--- src/rtl/focus_pkg.sv ---
// Shared types and default geometry for the autofocus sharpness accumulator.
// Latency: n/a (declarations only).
// Backpressure: n/a.
package focus_pkg;

    localparam int H_RES    = 320;
    localparam int V_RES    = 240;
    localparam int ROI_X0   = 80;
    localparam int ROI_X1   = 239;
    localparam int ROI_Y0   = 60;
    localparam int ROI_Y1   = 179;
    localparam int NOISE_TH = 32;
    localparam int SCORE_W  = 28;
    localparam int XY_W     = 10;
    localparam int DATA_W   = 11;

    typedef enum logic {IDLE, ACCUM} focus_state_t;

    typedef logic [SCORE_W-1:0] score_t;

endpackage

--- src/rtl/focus_score_if.sv ---
// Pixel stream in, frame focus result out, between sobel stage and motor controller.
// Latency: n/a (wiring only).
// Backpressure: result held on score_valid until score_ack; pixel side has none.
interface focus_score_if
    import focus_pkg::*;
#(
    parameter int SCORE_W = focus_pkg::SCORE_W
);
    logic                sobel_en;
    logic [XY_W-1:0]     x_pixel;
    logic [XY_W-1:0]     y_pixel;
    logic [DATA_W-1:0]   integrated_data;
    logic                clear_best;
    logic                score_ack;
    logic [SCORE_W-1:0]  focus_score;
    logic                score_valid;
    logic                improved;
    logic [SCORE_W-1:0]  best_score;
    logic [7:0]          frame_cnt;
    logic                overrun;

    // Accumulator side
    modport slave (
        input  sobel_en, x_pixel, y_pixel, integrated_data, clear_best, score_ack,
        output focus_score, score_valid, improved, best_score, frame_cnt, overrun
    );

    // Pixel source / result consumer side
    modport master (
        output sobel_en, x_pixel, y_pixel, integrated_data, clear_best, score_ack,
        input  focus_score, score_valid, improved, best_score, frame_cnt, overrun
    );

endinterface

--- src/rtl/focus_score_accum_roi_gate.sv ---
// Per-pixel contribution: magnitude if strobed, inside the ROI and at/above noise floor.
// Latency: combinational.
// Backpressure: none.
module roi_gate
    import focus_pkg::*;
#(
    parameter int ROI_X0   = focus_pkg::ROI_X0,
    parameter int ROI_X1   = focus_pkg::ROI_X1,
    parameter int ROI_Y0   = focus_pkg::ROI_Y0,
    parameter int ROI_Y1   = focus_pkg::ROI_Y1,
    parameter int NOISE_TH = focus_pkg::NOISE_TH
) (
    input  logic [XY_W-1:0]   x_pixel,
    input  logic [XY_W-1:0]   y_pixel,
    input  logic [DATA_W-1:0] integrated_data,
    input  logic              sobel_en,
    output logic [DATA_W-1:0] c
);

    logic in_roi;
    logic above_th;

    // Inclusive ROI window and noise threshold; anything failing contributes zero.
    always_comb begin
        in_roi   = (x_pixel >= XY_W'(ROI_X0)) && (x_pixel <= XY_W'(ROI_X1)) &&
                   (y_pixel >= XY_W'(ROI_Y0)) && (y_pixel <= XY_W'(ROI_Y1));
        above_th = (integrated_data >= DATA_W'(NOISE_TH));
        c        = (sobel_en && in_roi && above_th) ? integrated_data : '0;
    end

endmodule

--- src/rtl/focus_score_accum.sv ---
// Sums gated gradient magnitude over a frame, latches score and tracks best-since-clear.
// Latency: 1 cycle per pixel; result visible the cycle after the last pixel is sampled.
// Backpressure: result waits on score_ack; an unacked result overwritten sets sticky overrun.
module focus_score_accum
    import focus_pkg::*;
#(
    parameter int H_RES    = focus_pkg::H_RES,
    parameter int V_RES    = focus_pkg::V_RES,
    parameter int ROI_X0   = focus_pkg::ROI_X0,
    parameter int ROI_X1   = focus_pkg::ROI_X1,
    parameter int ROI_Y0   = focus_pkg::ROI_Y0,
    parameter int ROI_Y1   = focus_pkg::ROI_Y1,
    parameter int NOISE_TH = focus_pkg::NOISE_TH,
    parameter int SCORE_W  = focus_pkg::SCORE_W
) (
    input  logic           clk_25MHz,
    input  logic           reset,
    focus_score_if.slave   bus
);

    logic [DATA_W-1:0]  c;
    logic [SCORE_W-1:0] c_ext;
    logic [SCORE_W-1:0] acc;
    logic [SCORE_W-1:0] add_base;
    logic [SCORE_W:0]   sum_raw;
    logic [SCORE_W-1:0] sum_sat;
    logic [SCORE_W-1:0] best_eff;
    logic               first_px;
    logic               last_px;
    focus_state_t       state;

    logic [SCORE_W-1:0] focus_score_q;
    logic               score_valid_q;
    logic               improved_q;
    logic [SCORE_W-1:0] best_score_q;
    logic [7:0]         frame_cnt_q;
    logic               overrun_q;

    roi_gate #(
        .ROI_X0   (ROI_X0),
        .ROI_X1   (ROI_X1),
        .ROI_Y0   (ROI_Y0),
        .ROI_Y1   (ROI_Y1),
        .NOISE_TH (NOISE_TH)
    ) u_roi_gate (
        .x_pixel         (bus.x_pixel),
        .y_pixel         (bus.y_pixel),
        .integrated_data (bus.integrated_data),
        .sobel_en        (bus.sobel_en),
        .c               (c)
    );

    // Frame markers, saturating sum and the best score the comparison should use.
    always_comb begin
        first_px = (bus.x_pixel == XY_W'(0)) && (bus.y_pixel == XY_W'(0));
        last_px  = (bus.x_pixel == XY_W'(H_RES - 1)) && (bus.y_pixel == XY_W'(V_RES - 1));
        c_ext    = {{(SCORE_W - DATA_W){1'b0}}, c};
        // A (0,0) strobe restarts the frame, so the running sum is dropped.
        add_base = (state == ACCUM && !first_px) ? acc : '0;
        sum_raw  = {1'b0, add_base} + {1'b0, c_ext};
        sum_sat  = sum_raw[SCORE_W] ? {SCORE_W{1'b1}} : sum_raw[SCORE_W-1:0];
        // clear_best coinciding with a latch compares against zero.
        best_eff = bus.clear_best ? '0 : best_score_q;
    end

    // Frame FSM, accumulator, result latch and handshake registers.
    always_ff @(posedge clk_25MHz or negedge reset) begin
        if (!reset) begin
            state         <= IDLE;
            acc           <= '0;
            focus_score_q <= '0;
            score_valid_q <= 1'b0;
            improved_q    <= 1'b0;
            best_score_q  <= '0;
            frame_cnt_q   <= '0;
            overrun_q     <= 1'b0;
        end else begin
            if (bus.clear_best) begin
                best_score_q <= '0;
            end
            if (score_valid_q && bus.score_ack) begin
                score_valid_q <= 1'b0;
            end
            if (bus.sobel_en) begin
                case (state)
                    IDLE: begin
                        if (first_px) begin
                            acc   <= sum_sat;
                            state <= ACCUM;
                        end
                    end
                    ACCUM: begin
                        if (last_px) begin
                            // Latch overrides a same-edge ack and a plain clear_best.
                            focus_score_q <= sum_sat;
                            improved_q    <= (sum_sat > best_eff);
                            best_score_q  <= (sum_sat > best_eff) ? sum_sat : best_eff;
                            frame_cnt_q   <= frame_cnt_q + 8'd1;
                            score_valid_q <= 1'b1;
                            if (score_valid_q && !bus.score_ack) begin
                                overrun_q <= 1'b1;
                            end
                            acc   <= '0;
                            state <= IDLE;
                        end else begin
                            acc <= sum_sat;
                        end
                    end
                    default: begin
                        acc   <= '0;
                        state <= IDLE;
                    end
                endcase
            end
        end
    end

    assign bus.focus_score = focus_score_q;
    assign bus.score_valid = score_valid_q;
    assign bus.improved    = improved_q;
    assign bus.best_score  = best_score_q;
    assign bus.frame_cnt   = frame_cnt_q;
    assign bus.overrun     = overrun_q;

endmodule

--- src/flat_wrapper.sv ---
// flat-port wrapper written by rule: the top's interface ports become plain ports
module focus_score_accum_flat import focus_pkg::*;
#(
    parameter int H_RES    = focus_pkg::H_RES,
    parameter int V_RES    = focus_pkg::V_RES,
    parameter int ROI_X0   = focus_pkg::ROI_X0,
    parameter int ROI_X1   = focus_pkg::ROI_X1,
    parameter int ROI_Y0   = focus_pkg::ROI_Y0,
    parameter int ROI_Y1   = focus_pkg::ROI_Y1,
    parameter int NOISE_TH = focus_pkg::NOISE_TH,
    parameter int SCORE_W  = focus_pkg::SCORE_W
)
  (clk_25MHz, reset, bus_sobel_en, bus_x_pixel, bus_y_pixel, bus_integrated_data, bus_clear_best, bus_score_ack, bus_focus_score, bus_score_valid, bus_improved, bus_best_score, bus_frame_cnt, bus_overrun);
  focus_score_if #(.SCORE_W(SCORE_W)) bus_i ();
  input  logic clk_25MHz;
  input  logic reset;
  input wire logic [$bits(bus_i.sobel_en)-1:0] bus_sobel_en;
  input wire logic [$bits(bus_i.x_pixel)-1:0] bus_x_pixel;
  input wire logic [$bits(bus_i.y_pixel)-1:0] bus_y_pixel;
  input wire logic [$bits(bus_i.integrated_data)-1:0] bus_integrated_data;
  input wire logic [$bits(bus_i.clear_best)-1:0] bus_clear_best;
  input wire logic [$bits(bus_i.score_ack)-1:0] bus_score_ack;
  output wire logic [$bits(bus_i.focus_score)-1:0] bus_focus_score;
  output wire logic [$bits(bus_i.score_valid)-1:0] bus_score_valid;
  output wire logic [$bits(bus_i.improved)-1:0] bus_improved;
  output wire logic [$bits(bus_i.best_score)-1:0] bus_best_score;
  output wire logic [$bits(bus_i.frame_cnt)-1:0] bus_frame_cnt;
  output wire logic [$bits(bus_i.overrun)-1:0] bus_overrun;
  assign bus_i.sobel_en = bus_sobel_en;
  assign bus_i.x_pixel = bus_x_pixel;
  assign bus_i.y_pixel = bus_y_pixel;
  assign bus_i.integrated_data = bus_integrated_data;
  assign bus_i.clear_best = bus_clear_best;
  assign bus_i.score_ack = bus_score_ack;
  assign bus_focus_score = bus_i.focus_score;
  assign bus_score_valid = bus_i.score_valid;
  assign bus_improved = bus_i.improved;
  assign bus_best_score = bus_i.best_score;
  assign bus_frame_cnt = bus_i.frame_cnt;
  assign bus_overrun = bus_i.overrun;
  focus_score_accum #(.H_RES(H_RES), .V_RES(V_RES), .ROI_X0(ROI_X0), .ROI_X1(ROI_X1), .ROI_Y0(ROI_Y0), .ROI_Y1(ROI_Y1), .NOISE_TH(NOISE_TH), .SCORE_W(SCORE_W)) u_core (.clk_25MHz(clk_25MHz), .reset(reset), .bus(bus_i));
endmodule
--- config.mk ---
export PLATFORM = sky130hd
export DESIGN_NAME = focus_score_accum_flat
export DESIGN_NICKNAME = d
export VERILOG_FILES = /design/src/rtl/focus_pkg.sv /design/src/rtl/focus_score_if.sv /design/src/rtl/focus_score_accum_roi_gate.sv /design/src/rtl/focus_score_accum.sv /design/src/flat_wrapper.sv
export SDC_FILE = /design/constraint.sdc
export NUM_CORES = 1
export LEC_CHECK = 0
export CAP_MARGIN = 0
export CORE_UTILIZATION = 49
export CTS_BUF_LIST = sky130_fd_sc_hd__clkbuf_4 sky130_fd_sc_hd__clkbuf_8 sky130_fd_sc_hd__clkbuf_16
export DETAILED_ROUTE_END_ITERATION = 12
export HOLD_SLACK_MARGIN = 0.08
export PLACE_DENSITY = 0.78
export SYNTH_ARGS = -nofsm -noshare
export SYNTH_HDL_FRONTEND = slang
export SYNTH_SLANG_ARGS = --single-unit
--- constraint.sdc ---
create_clock -name clk_25MHz -period 5.1 [get_ports clk_25MHz]
set_input_delay 1.53 -clock clk_25MHz [delete_from_list [all_inputs] [get_ports clk_25MHz]]
set_output_delay 1.53 -clock clk_25MHz [all_outputs]
set_load 0.03 [all_outputs]
==> flow_summary.json <==
{
  "post_synth_instance_area_sq_um": 6020,
  "globalRoute.totalOverflow": 0,
  "antenna_left": 0,
  "grt.total_usage_pct": 31.9,
  "pwr-share-seq_pct": 46.4,
  "power.switching_fraction_pct": 21.9,
  "grt_first_pass_wirelength_um": 31500,
  "i_o_pin_count": 103,
  "slew-limit-headroom_pct": 41.2,
  "synth.most_common_cell": "sky130_fd_sc_hd__dfrtp_1",
  "dominantRegCellSynth": "sky130_fd_sc_hd__dfrtp_1",
  "floorplan.die_area_sq_um": 12700,
  "timing.final.hold_violations": 0,
  "setup-tns-final_ns": -39.81,
  "worst_pin_slew_ns": 0.882,
  "arrival_ns": 6.79,
  "clock_insertion_delay_worst_skew_ns": 0.36,
  "tritoncts": "built",
  "combinationalPowerShare_pct": 5.1,
  "postPlaceCellArea_sq_um": 8160,
  "via_count_of_the_first_global_routing_pass": 6132,
  "synth.top_cells.by_count": "sky130_fd_sc_hd__dfrtp_1, sky130_fd_sc_hd__nand2_1, sky130_fd_sc_hd__o21ai_1",
  "synth.yosys.seq_area_share_pct": 39.9,
  "result_of_the_run": "complete, but fails checks",
  "hold_end": "u_core.bus.frame_cnt[7]$_DFFE_PN0P_",
  "worstHoldPathCells": 1,
  "routed_wirelength_um": 20800,
  "worst_slack_ns": -1.43,
  "failed_checks": "negative setup slack",
  "clock_sinks": 96,
  "critical_path.endpoint_type": "flop",
  "ys_seq_elements": 96,
  "yosys.area.top_type": "sky130_fd_sc_hd__dfrtp_1",
  "fin_worst_hold_slack_ns": 0.469,
  "globalplace.congestion": 0.938,
  "avgSynthCellArea_sq_um": 9.17,
  "cts.clk_slew.worst_paths_ns": 0.07,
  "clock_power_share_pct": 48.6,
  "power_report.internal_total_w": 0.00128,
  "drt-pass1-iter-count": 8,
  "crit_path_max_fanout": 7,
  "maximum_buffer_depth_of_the_clock_tree": 2,
  "r2r.worst_path.cells": 21,
  "timing.critical_path.required_ns": 5.37,
  "r2r_start": "u_core.state$_DFFE_PN0P_",
  "worst_hold_path_type": "flop to flop",
  "routed-via-count": 6194,
  "irDropWorstVdd_v": 0.000164,
  "synth_warnings": 0,
  "die_width_um": 113,
  "clock_skew_ns": 0.00890,
  "power-per-cell-area_nw_per_um2": 177,
  "num_antenna_cells": 0,
  "final_design_area_no_fill_sq_um": 9280,
  "critical_path.reg2reg.endpoint": "u_core.bus.best_score[3]$_DFF_PN0_",
  "drv_slew": 0,
  "pin_count_of_the_biggest_net_entering_global_routing": 67,
  "synth_cell_types": 61,
  "synth_top_cells_by_area": "sky130_fd_sc_hd__dfrtp_1, sky130_fd_sc_hd__ha_1, sky130_fd_sc_hd__o21ai_1, sky130_fd_sc_hd__nand2_1, sky130_fd_sc_hd__mux2i_1",
  "std_cell_rows": 40,
  "cts_inserted_buffers": 9,
  "place.port_buffers": 102,
  "detail_route.iter0.violations": 572,
  "floorplan.initialDensity_pct": 50.2,
  "max_cap_violations": 0,
  "r2r_slack_ns": 0.20,
  "post_synth_inst_count": 657,
  "synth_top_area_share_pct": 39.9,
  "layout-drive-gt1-share_pct": 28.9,
  "drc_viols": 0,
  "clock_tree_root_buffer_cell": "sky130_fd_sc_hd__clkbuf_16",
  "final_min_period_over_clock_period_pct": 128,
  "syn_nets": 734,
  "htree_num_levels": 3,
  "setup_repair_after_global_routing_missed_its_margin": "yes",
  "antenna_found_initial": 0,
  "worst_slack_after_detailed_placement_ns": -2.53,
  "area_delta_synth_final_pct": 54.0,
  "setup_viol": 30,
  "fmaxAchievable_mhz": 153,
  "dp_hpwl_um": 13900,
  "timing.final.crit_period_ns": 6.53,
  "power_leakage_nw": 4.38,
  "holdBufCountCts": 0,
  "synth_enable_flop_cells": 0,
  "synth-async-reset-ratio_pct": 100,
  "timing.critical_path.from_type": "input port",
  "layout.nets": 974,
  "viasPerCell": 5.91,
  "worst_hold_start": "u_core.bus.frame_cnt[7]$_DFFE_PN0P_",
  "p_switching_w": 0.000360,
  "crit_type": "input port to flop",
  "fp.coreArea_sq_um": 12000,
  "wire_per_inst_um": 19.8,
  "dieHeight_um": 113
}
worst max-delay path, stage by stage:
cell                              delay (ns)
sky130_fd_sc_hd__clkdlybuf4s15_2        0.19
sky130_fd_sc_hd__or4_4                  0.50
sky130_fd_sc_hd__o31ai_4                0.29
sky130_fd_sc_hd__nor3_4                 0.08
sky130_fd_sc_hd__buf_6                  0.14
sky130_fd_sc_hd__buf_16                 0.13
sky130_fd_sc_hd__and2_1                 0.16
sky130_fd_sc_hd__ha_2                   0.37
sky130_fd_sc_hd__nand4_1                0.15
sky130_fd_sc_hd__a21o_1                 0.21
sky130_fd_sc_hd__a21oi_4                0.33
sky130_fd_sc_hd__buf_6                  0.18
sky130_fd_sc_hd__o21ai_4                0.07
sky130_fd_sc_hd__xnor2_2                0.21
sky130_fd_sc_hd__nand2_2                0.11
sky130_fd_sc_hd__nand2_2                0.12
sky130_fd_sc_hd__ha_4                   0.22
sky130_fd_sc_hd__a21oi_2                0.12
sky130_fd_sc_hd__nor2b_1                0.07
sky130_fd_sc_hd__o211ai_1               0.28
sky130_fd_sc_hd__a211oi_2               0.11
sky130_fd_sc_hd__o311a_1                0.39
sky130_fd_sc_hd__a41oi_4                0.26
sky130_fd_sc_hd__buf_4                  0.16
sky130_fd_sc_hd__buf_6                  0.14
sky130_fd_sc_hd__mux2i_2                0.24
cells by family after synthesis:
logic type | Yosys count | share of synthesized area [%]
simple gates | 247 | 21.5
compound gates | 165 | 17.5
flops | 96 | 39.9
buf+inv | 53 | 3.68
fa+ha+maj | 41 | 8.64
mux | 33 | 5.61
xor+xnor | 22 | 3.20
metrics by stage:
stage	total power [W]	util (%)	cells
floorplan	0.000789	-	657
detailed placement	0.000855	67.9	993
finish	0.00164	77.2	1048
global route	0.00168	77.2	1048
CTS	0.00164	74.7	1035
global placement	0.000853	67.9	993
routing by layer:
layer | share of wire (%) | GRT usage (%) | up-vias | routed length (um)
met5 | 0 | 0 | - | 0
met4 | 2.4 | 12.5 | 0 | 506
met3 | 7.8 | 5.41 | 50 | 1620
met2 | 49 | 51.9 | 320 | 10200
met1 | 41 | 42.7 | 2979 | 8450
li1 | - | - | 2845 | -
flip-flops by register name, summed over array words and instances (netlist names):
register and count:
u_core.acc 28, u_core.bus.best_score 28, u_core.bus.focus_score 28, u_core.bus.frame_cnt 8, u_core.bus.improved 1, u_core.bus.overrun 1, u_core.bus.score_valid 1, u_core.state 1
worst max-delay path by stage:
| stage | slack, ns | to | from | cells past startpoint |
|---|---|---|---|---|
| after CTS | -1.19 | u_core.bus.best_score[25]$_DFF_PN0_ | bus_y_pixel[8] | 25 |
| final | -1.43 | u_core.bus.best_score[3]$_DFF_PN0_ | bus_integrated_data[7] | 26 |
| after detailed placement | -2.53 | u_core.bus.best_score[13]$_DFF_PN0_ | bus_x_pixel[9] | 25 |
| after floorplan | -1.32 | u_core.bus.best_score[25]$_DFF_PN0_ | bus_x_pixel[9] | 25 |
| after global routing | -1.58 | u_core.bus.best_score[3]$_DFF_PN0_ | bus_x_pixel[2] | 25 |
| after global placement | -2.34 | u_core.bus.best_score[27]$_DFF_PN0_ | bus_x_pixel[9] | 25 |
layout make-up:
type / instances / area (sq um)
Inverter: 25 / 93.8
Fill cell: 787 / 2740
Tap cell: 147 / 184
Multi-Input combinational cell: 508 / 3890
Sequential cell: 96 / 2400
Timing Repair Buffer: 257 / 2360
Clock buffer: 9 / 225
Clock inverter: 6 / 115
power groups by stage:
stage	sequential, W	combinational [W]	clock [W]
after floorplan	0.000776	0.0000131	0
after global placement	0.000776	0.0000774	0
after detailed placement	0.000776	0.0000790	0
after CTS	0.000761	0.0000807	0.000800
after global routing	0.000760	0.0000894	0.000831
final	0.000761	0.0000829	0.000797
layout by cell type, fill, tap and decap left out, drive strengths merged, types with 7 or more instances in the layout:
cell type        n
buf            160
dfrtp           96
clkdlybuf4s50   89
nand2           74
o21ai           73
ha              40
nor2            37
and2            32
nand2b          30
inv             27
mux2i           27
a21oi           22
nand4           17
xnor2           15
nand3           12
clkbuf          10
o21a            10
a31oi           10
nor4             9
nor2b            8
and3             8
a21o             7
xor2             7
a211oi           7
repair_timing:
action,CTS,global route
resized for setup,79,47
cloned,1,1
hold endpoints to repair,0,0
pin swaps,22,16
buffers inserted,38,26
endpoints found under the setup margin,85,30
(Power assumes the default switching activity.)
